File: src/rtl/inv_mix_columns_iter_if.sv
// Handshake bundle for the iterative InvMixColumns engine: input state channel,
// result channel and a busy indicator.
interface inv_mix_columns_iter_if;
  logic         in_valid;
  logic         in_ready;
  logic [127:0] in_state;
  logic         out_valid;
  logic         out_ready;
  logic [127:0] out_state;
  logic         busy;

  modport master (
    output in_valid, in_state, out_ready,
    input  in_ready, out_valid, out_state, busy
  );

  modport slave (
    input  in_valid, in_state, out_ready,
    output in_ready, out_valid, out_state, busy
  );
endinterface

File: src/rtl/inv_mix_columns_iter.sv
// Iterative AES InvMixColumns: one 128-bit state per handshake, COLS_PER_CYCLE
// columns transformed per clock, result held until the consumer takes it.
module inv_mix_columns_iter #(
  parameter int COLS_PER_CYCLE = 1
) (
  input  logic              clk,
  input  logic              rst,
  inv_mix_columns_iter_if.slave bus
);

  // Column step wraps the 2-bit counter; with 4 columns per cycle the step is 0.
  localparam logic [1:0] COL_STEP = 2'(COLS_PER_CYCLE);
  localparam logic [1:0] LAST_COL = 2'(4 - COLS_PER_CYCLE);

  typedef enum logic [1:0] {
    IDLE = 2'd0,
    BUSY = 2'd1,
    DONE = 2'd2
  } state_t;

  state_t       state_reg;
  logic [1:0]   col_reg;
  logic [127:0] work_reg;
  logic [127:0] work_next;
  logic [127:0] out_state_reg;
  logic         out_valid_reg;
  logic         busy_reg;

  logic [1:0]   grp_col [COLS_PER_CYCLE];
  logic [31:0]  grp_in  [COLS_PER_CYCLE];
  logic [31:0]  grp_out [COLS_PER_CYCLE];

  function automatic logic [7:0] xtime(input logic [7:0] b);
    return {b[6:0], 1'b0} ^ (b[7] ? 8'h1b : 8'h00);
  endfunction

  function automatic logic [31:0] inv_col(input logic [31:0] c);
    logic [7:0]  a  [4];
    logic [7:0]  x2 [4];
    logic [7:0]  x4 [4];
    logic [7:0]  x8 [4];
    logic [31:0] r;
    r = '0;
    for (int i = 0; i < 4; i++) begin
      a[i]  = c[31-8*i -: 8];
      x2[i] = xtime(a[i]);
      x4[i] = xtime(x2[i]);
      x8[i] = xtime(x4[i]);
    end
    // 0E = x8^x4^x2, 0B = x8^x2^1, 0D = x8^x4^1, 09 = x8^1
    for (int k = 0; k < 4; k++) begin
      r[31-8*k -: 8] = (x8[k]       ^ x4[k]       ^ x2[k])
                     ^ (x8[(k+1)%4] ^ x2[(k+1)%4] ^ a[(k+1)%4])
                     ^ (x8[(k+2)%4] ^ x4[(k+2)%4] ^ a[(k+2)%4])
                     ^ (x8[(k+3)%4] ^ a[(k+3)%4]);
    end
    return r;
  endfunction

  genvar gi;
  generate
    for (gi = 0; gi < COLS_PER_CYCLE; gi++) begin : g_col
      assign grp_col[gi] = col_reg + 2'(gi);
      assign grp_in[gi]  = work_reg[7'd127 - {grp_col[gi], 5'd0} -: 32];
      assign grp_out[gi] = inv_col(grp_in[gi]);
    end
  endgenerate

  always_comb begin
    work_next = work_reg;
    for (int g = 0; g < COLS_PER_CYCLE; g++) begin
      work_next[7'd127 - {grp_col[g], 5'd0} -: 32] = grp_out[g];
    end
  end

  always_ff @(posedge clk) begin
    if (rst) begin
      state_reg     <= IDLE;
      col_reg       <= 2'd0;
      work_reg      <= '0;
      out_state_reg <= '0;
      out_valid_reg <= 1'b0;
      busy_reg      <= 1'b0;
    end else begin
      case (state_reg)
        IDLE: begin
          if (bus.in_valid) begin
            work_reg  <= bus.in_state;
            col_reg   <= 2'd0;
            busy_reg  <= 1'b1;
            state_reg <= BUSY;
          end
        end
        BUSY: begin
          work_reg <= work_next;
          col_reg  <= col_reg + COL_STEP;
          if (col_reg == LAST_COL) begin
            out_state_reg <= work_next;
            out_valid_reg <= 1'b1;
            busy_reg      <= 1'b0;
            state_reg     <= DONE;
          end
        end
        DONE: begin
          if (bus.out_ready) begin
            out_valid_reg <= 1'b0;
            state_reg     <= IDLE;
          end
        end
        default: state_reg <= IDLE;
      endcase
    end
  end

  assign bus.in_ready  = (state_reg == IDLE) && !rst;
  assign bus.out_valid = out_valid_reg;
  assign bus.out_state = out_state_reg;
  assign bus.busy      = busy_reg;

endmodule

File: src/flat_wrapper.sv
// flat-port wrapper written by rule: the top's interface ports become plain ports
module inv_mix_columns_iter_flat 
#(
  parameter int COLS_PER_CYCLE = 1
)
  (clk, rst, bus_in_valid, bus_in_state, bus_out_ready, bus_in_ready, bus_out_valid, bus_out_state, bus_busy);
  inv_mix_columns_iter_if bus_i ();
  input  logic clk;
  input  logic rst;
  input wire logic [$bits(bus_i.in_valid)-1:0] bus_in_valid;
  input wire logic [$bits(bus_i.in_state)-1:0] bus_in_state;
  input wire logic [$bits(bus_i.out_ready)-1:0] bus_out_ready;
  output wire logic [$bits(bus_i.in_ready)-1:0] bus_in_ready;
  output wire logic [$bits(bus_i.out_valid)-1:0] bus_out_valid;
  output wire logic [$bits(bus_i.out_state)-1:0] bus_out_state;
  output wire logic [$bits(bus_i.busy)-1:0] bus_busy;
  assign bus_i.in_valid = bus_in_valid;
  assign bus_i.in_state = bus_in_state;
  assign bus_i.out_ready = bus_out_ready;
  assign bus_in_ready = bus_i.in_ready;
  assign bus_out_valid = bus_i.out_valid;
  assign bus_out_state = bus_i.out_state;
  assign bus_busy = bus_i.busy;
  inv_mix_columns_iter #(.COLS_PER_CYCLE(COLS_PER_CYCLE)) u_core (.clk(clk), .rst(rst), .bus(bus_i));
endmodule
File: config.mk
export PLATFORM = sky130hd
export DESIGN_NAME = inv_mix_columns_iter_flat
export DESIGN_NICKNAME = d
export VERILOG_FILES = /design/src/rtl/inv_mix_columns_iter_if.sv /design/src/rtl/inv_mix_columns_iter.sv /design/src/flat_wrapper.sv
export SDC_FILE = /design/constraint.sdc
export NUM_CORES = 1
export LEC_CHECK = 0
export CAP_MARGIN = 0
export CORE_MARGIN = 8
export CORE_UTILIZATION = 30
export CTS_BUF_LIST = sky130_fd_sc_hd__clkbuf_8
export DETAILED_ROUTE_END_ITERATION = 8
export PLACE_DENSITY_LB_ADDON = 0.08
export SYNTH_ARGS = -nofsm -noshare
export SYNTH_HDL_FRONTEND = slang
export SYNTH_SLANG_ARGS = --single-unit
File: constraint.sdc
create_clock -name clk -period 4.6 [get_ports clk]
set_input_delay 0.69 -clock clk [delete_from_list [all_inputs] [get_ports clk]]
set_output_delay 0.69 -clock clk [all_outputs]
set_load 0.02 [all_outputs]
# Yosys cells after proc, flatten, opt, wreduce, memory -nomap -nowiden
# Cells that the tools add are included.
[classes]
add_sub_neg = 3
div_mod_pow = 0
n_shift = 3
n_mux = 27
magnitude_cmp = 0
n_mul = 0
n_bitwise = 48
reduce_logical = 10
eq_ne = 6
[ops]
columns = ["op", "count"]
rows = [
  ["8-bit XOR", 48],
  ["128-bit one-hot mux with 2 select lines", 1],
  ["32-bit by 9-bit variable shift with 159-bit output, first input constant", 1],
  ["159-bit by 8-bit indexed part select with 32-bit output", 1],
  ["32-bit by 9-bit indexed part select with 159-bit output", 1],
  ["128-bit bitwise mux", 1],
  ["128-bit two-way mux", 1],
  ["5-bit two-way mux", 12],
  ["7-bit negation with 9-bit output", 1],
  ["3-bit AND reduction", 3],
  ["2-bit two-way mux", 4],
  ["7-bit subtractor, first input constant", 1],
  ["2-bit one-hot mux with 3 select lines", 1],
  ["2-bit equality test, second input constant", 2],
  ["1-bit two-way mux", 4],
  ["2-bit inequality test, second input constant", 2],
  ["1-bit one-hot mux with 2 select lines", 2],
  ["2-bit one-hot mux with 2 select lines", 1],
  ["2-bit AND reduction", 2],
  ["2-bit nonzero test", 2],
  ["2-bit by 1-bit adder with 2-bit output, second input constant", 1],
  ["2-bit by 1-bit equality test with 1-bit output, second input constant", 1],
  ["2-bit logical NOT", 1],
  ["2-bit by 1-bit inequality test with 1-bit output, second input constant", 1],
  ["2 further kinds", 2],
]
[word_totals]
word_cells = 103
mem_bits_rw = 0
input_bits = 132
output_inout_bits = 131
romBits = 0
mem_count = 0
latch_bits = 0
reg_bits = 262

# Longest topological paths before layout
[depth]
depth_word = 16
mapped_depth = 12
ltp_nobuf = 7

# Worst setup path after synthesis
# OpenSTA, ideal clock, no wires.
[synth_path]
path_kind = "flip-flop to flip-flop"
start = "reg u_core.col_reg[0]"
end = "reg u_core.out_state_reg[52] (netlist: u_core.bus.out_state[52])"
n_path_buf = 1
period_less_slack_ps = 3148
t_arrival_ps = 3069
required_time_ps = 4521
setup_slack_ps = 1452
path_stages_with_launch = 9
setup_ps = 79
path_cell_list = "dfxtp_1 > buf_6 > mux4_1 > xor2_2 > xnor3_1 > xnor3_2 > xnor2_2 > a22oi_2 > a211oi_2"
[synth_between]
elab_chain_cells = 13
word_cells_on_any_way = 68
cone_classes = "add/sub: 2; eq/ne: 1; shift: 3; mux: 13; bitwise: 48; reduce/logical: 1"
[synth_lines]
columns = ["item", "line", "rtl"]
rows = [
  ["start: declaration", "inv_mix_columns_iter.sv:22", "logic [1:0] col_reg;"],
  ["start signal: assignment", "inv_mix_columns_iter.sv:96", "col_reg <= col_reg + COL_STEP;"],
  ["7-bit subtractor", "inv_mix_columns_iter.sv:64, inv_mix_columns_iter.sv:72", ""],
  ["159-bit by 8-bit indexed part select with 32-bit output", "inv_mix_columns_iter.sv:64", "assign grp_in[gi] = work_reg[7'd127 - {grp_col[gi], 5'd0} -: 32];"],
  ["8-bit XOR / 5-bit two-way mux (equally long branches) (2 in series)", "inv_mix_columns_iter.sv:34", "return {b[6:0], 1'b0} ^ (b[7] ? 8'h1b : 8'h00);"],
  ["5-bit two-way mux / 8-bit XOR (equally long branches)", "inv_mix_columns_iter.sv:34", ""],
  ["8-bit XOR", "inv_mix_columns_iter.sv:34", ""],
  ["8-bit XOR (on tied branches)", "inv_mix_columns_iter.sv:52, inv_mix_columns_iter.sv:54, inv_mix_columns_iter.sv:53", ""],
  ["8-bit XOR (on tied branches)", "inv_mix_columns_iter.sv:52, inv_mix_columns_iter.sv:53", ""],
  ["8-bit XOR", "inv_mix_columns_iter.sv:53", "^ (x8[(k+1)%4] ^ x2[(k+1)%4] ^ a[(k+1)%4])"],
  ["8-bit XOR", "inv_mix_columns_iter.sv:54", "^ (x8[(k+2)%4] ^ x4[(k+2)%4] ^ a[(k+2)%4])"],
  ["8-bit XOR", "inv_mix_columns_iter.sv:55", "^ (x8[(k+3)%4] ^ a[(k+3)%4]);"],
  ["32-bit by 9-bit indexed part select with 159-bit output", "inv_mix_columns_iter.sv:72", "work_next[7'd127 - {grp_col[g], 5'd0} -: 32] = grp_out[g];"],
  ["128-bit bitwise mux", "inv_mix_columns_iter.sv:72", ""],
  ["end signal: assignment", "inv_mix_columns_iter.sv:98", "out_state_reg <= work_next;"],
  ["end: declaration", "inv_mix_columns_iter.sv:25", "logic [127:0] out_state_reg;"],
]
# Several ways; a longest one is shown, not always the timed one.
# A chain may end at the register's enable or synchronous reset.

# Final worst setup path
[layout_path]
start = "reg u_core.col_reg[0]"
end = "reg u_core.out_state_reg[102] (netlist: u_core.bus.out_state[102])"
# Same word-level chain as after synthesis.

==> out/qor.yml <==
switching_share_pct: 52.3
p_sw_mw: 9.25
start_kind: "register"
fin_nets: 1877
cts_made_buffers: 48
drc: 0
antenna_left: 0
place_area_um2: 17300
wl_per_cell_um: 26.7
via_per_inst: 5.52
pre_cts_slack_ps: 793
ys_ff_latch: 262
maxCapViolCount: 0
syn_to_final_growth_pct: 30.5
htreeDepth: 2
yosysWarnings: 0
r2r_start: "u_core.col_reg[0]$_SDFFE_PP0P_"
antenna_found_initial: 0
cp_max_fo: 35
crit_type: "reg2reg"
fmax_mhz: 264
place.gp.congestion: 0.881
max_stage_delay_ps: 830
rsz0062_at_grt: "no"
cts_resized: 0
wl_mm: 63.5
hold_class: "reg2reg"
wl_met2_mm: 29.1
hold_viol: 0
pwr-share-clk_pct: 13.5
pin_count: 263
path_clk_slew_ps: 60
cts_hold_buffers: 0
min_to: "u_core.bus.out_state[2]$_SDFFE_PP0P_"
power_density_nw_per_um2: 967
ys_seq_area_share_pct: 37.4
grt_pass1_vias: 13200
dieArea_um2: 53900
fin_ws_ps: 814
start_util_pct: 30.3
crit_slowest_cell: "mux4_1"
top_layer: "met4"
worstPathArrival_ps: 4320
r2r_slack_ps: 810
placed_cells: 2298
grt_pass1_wl_mm: 92.1
rows: 79
hold_start: "u_core.bus.out_state[2]$_SDFFE_PP0P_"
seq_power_share_pct: 15.1
crit_start: "u_core.col_reg[0]$_SDFFE_PP0P_"
crit_chain: "buf_12, mux4_1, xnor3_1, xor2_2, xnor2_1, xnor2_1, nand2_1, a311oi_1"
relSlewSlack_pct: 29.0
fin_crit_ps: 3790
drv_slew: 0
stdcell_count: 2379
power_frac_comb_pct: 71.4
synthFlopType: "dfxtp_1"
cts_tree: "done"
yosys.cell_types.count: 42
vias: 13100
post-route-period-util_pct: 82.3
finClkSkew_ps: 33.3
post_cts_buffers: 0
synthArstFlopShare_pct: 0
root_buffer: "clkbuf_8"
yosysTopAreaCell: "dfxtp_1"
hold_ws_ps: 442
required_ps: 5140
cts.sinks: 262
coreArea_um2: 46400
die_h_um: 232
synth_area_per_cell_um2: 9.25
die-width_um: 232
grt_usage_pct: 22.8
layout-drive-gt1-share_pct: 17.2
clk_path_buf_depth: 3
synth_area_um2: 14000
grt_max_degree: 125
wl_met3_mm: 4.38
port_buffers: 262
stdcell_area_um2: 18300
dr.pass1.iters: 8
p_leak_nw: 6.46
tightest_slew_ps: 1060
tns_ps: 0
netlist_instances: 1517
r2r_end: "u_core.bus.out_state[102]$_SDFFE_PP0P_"
status: "finished clean"
drt_first_iter_violations: 1253
yosys-top-cells-area: "dfxtp_1 (37%), nand2_1 (8.1%), xnor2_1 (5.8%), a31o_2 (4.9%), mux4_2 (4.7%)"
antennaDiodeCount: 0
synth_top_area_share_pct: 37.4
syn_nets: 1653
grt-ovfl-total: 0
synth-edff-count: 0
synth.most_common_cell: "nand2_1"
cpMostUsedCell: "xnor2_1"
ff2ff_path_depth: 8
internal-power_mw: 8.44
worst_setup_path_end_kind: "register"
setup_viol: 0
synth_common_cells: "nand2_1 (301), dfxtp_1 (262), nor2_1 (140)"
clock_latency_ps: 620
dpl.hpwl_mm: 45.3
ir_drop_mv: 0.927
drt-met1-wl_mm: 28.8
min_path_cells: 2
==> worst max-delay path: cells and delay by family (launching register included) <==
kind | cells | cell delay (ps)
buf+inv | 1 | 300
simple gates | 1 | 190
xor+xnor | 4 | 1560
flops | 1 | 510
mux | 1 | 830
compound gates | 1 | 280
==> how the worst max path moves through the flow <==
stage / slack, ps / cells after the start / end
2_1_floorplan: 1450 / 8 / u_core.bus.out_state[52]$_SDFFE_PP0P_
3_3_place_gp: 810 / 8 / u_core.bus.out_state[43]$_SDFFE_PP0P_
3_5_place_dp: 790 / 8 / u_core.bus.out_state[70]$_SDFFE_PP0P_
4_1_cts: 770 / 8 / u_core.bus.out_state[70]$_SDFFE_PP0P_
5_1_grt: 600 / 8 / u_core.bus.out_state[70]$_SDFFE_PP0P_
6_report: 810 / 8 / u_core.bus.out_state[102]$_SDFFE_PP0P_
==> metrics by stage <==
step	power, mW	utilization (%)
3_5_place_dp	15.2	37.3
2_1_floorplan	10.2	-
5_1_grt	18.4	39.5
6_report	17.7	39.5
4_1_cts	17.7	39.5
3_3_place_gp	15.2	37.3
==> layout by cell type, fill, tap and decap left out, drive strengths merged, types with 30 or more instances in the layout <==
cell             n
a311oi          48
a211oi          44
xnor2          123
clkbuf          64
dfxtp          262
mux4            32
buf             52
a21oi           71
nor2           140
clkdlybuf4s50  261
a22oi           56
xor2            30
a31oi           37
a31o            78
nand2          301
==> cell families after synthesis <==
family,count (synthesis),share of synthesized area (%)
XOR/XNOR,179,16.2
buffers and inverters,145,4.54
AND/OR/NAND/NOR,479,13.2
AO/OA/AOI/OAI,413,22.9
adder cells (fa/ha/maj),4,0.357
flip-flops,262,37.4
multiplexers,35,5.43
==> power groups by stage <==
| stage | registers (mW) | logic [mW] | clock network [mW] |
|---|---|---|---|
| after floorplan | 2.59 | 7.61 | 0 |
| after global placement | 2.71 | 12.5 | 0 |
| after detailed placement | 2.71 | 12.5 | 0 |
| after CTS | 2.66 | 12.6 | 2.44 |
| after global routing | 2.68 | 13.2 | 2.53 |
| final | 2.68 | 12.6 | 2.39 |
==> final cells by class <==
type / count / area [um^2]
fillers: 4639 / 28100
multi-input cells: 1110 / 8220
flip-flops and latches: 262 / 5250
repair buffers: 313 / 3060
clock buffers: 64 / 881
well taps: 607 / 759
clock inverters: 17 / 121
inverters: 6 / 22.5
==> per-layer routing <==
layer / up-vias / global-route usage [%]
met2: 535 / 36.0
met4: 0 / 5.59
li1: 5973 / -
met5: - / 0
met1: 6552 / 32.0
met3: 74 / 3.69
Note: power is estimated with default switching activity, not from simulation.
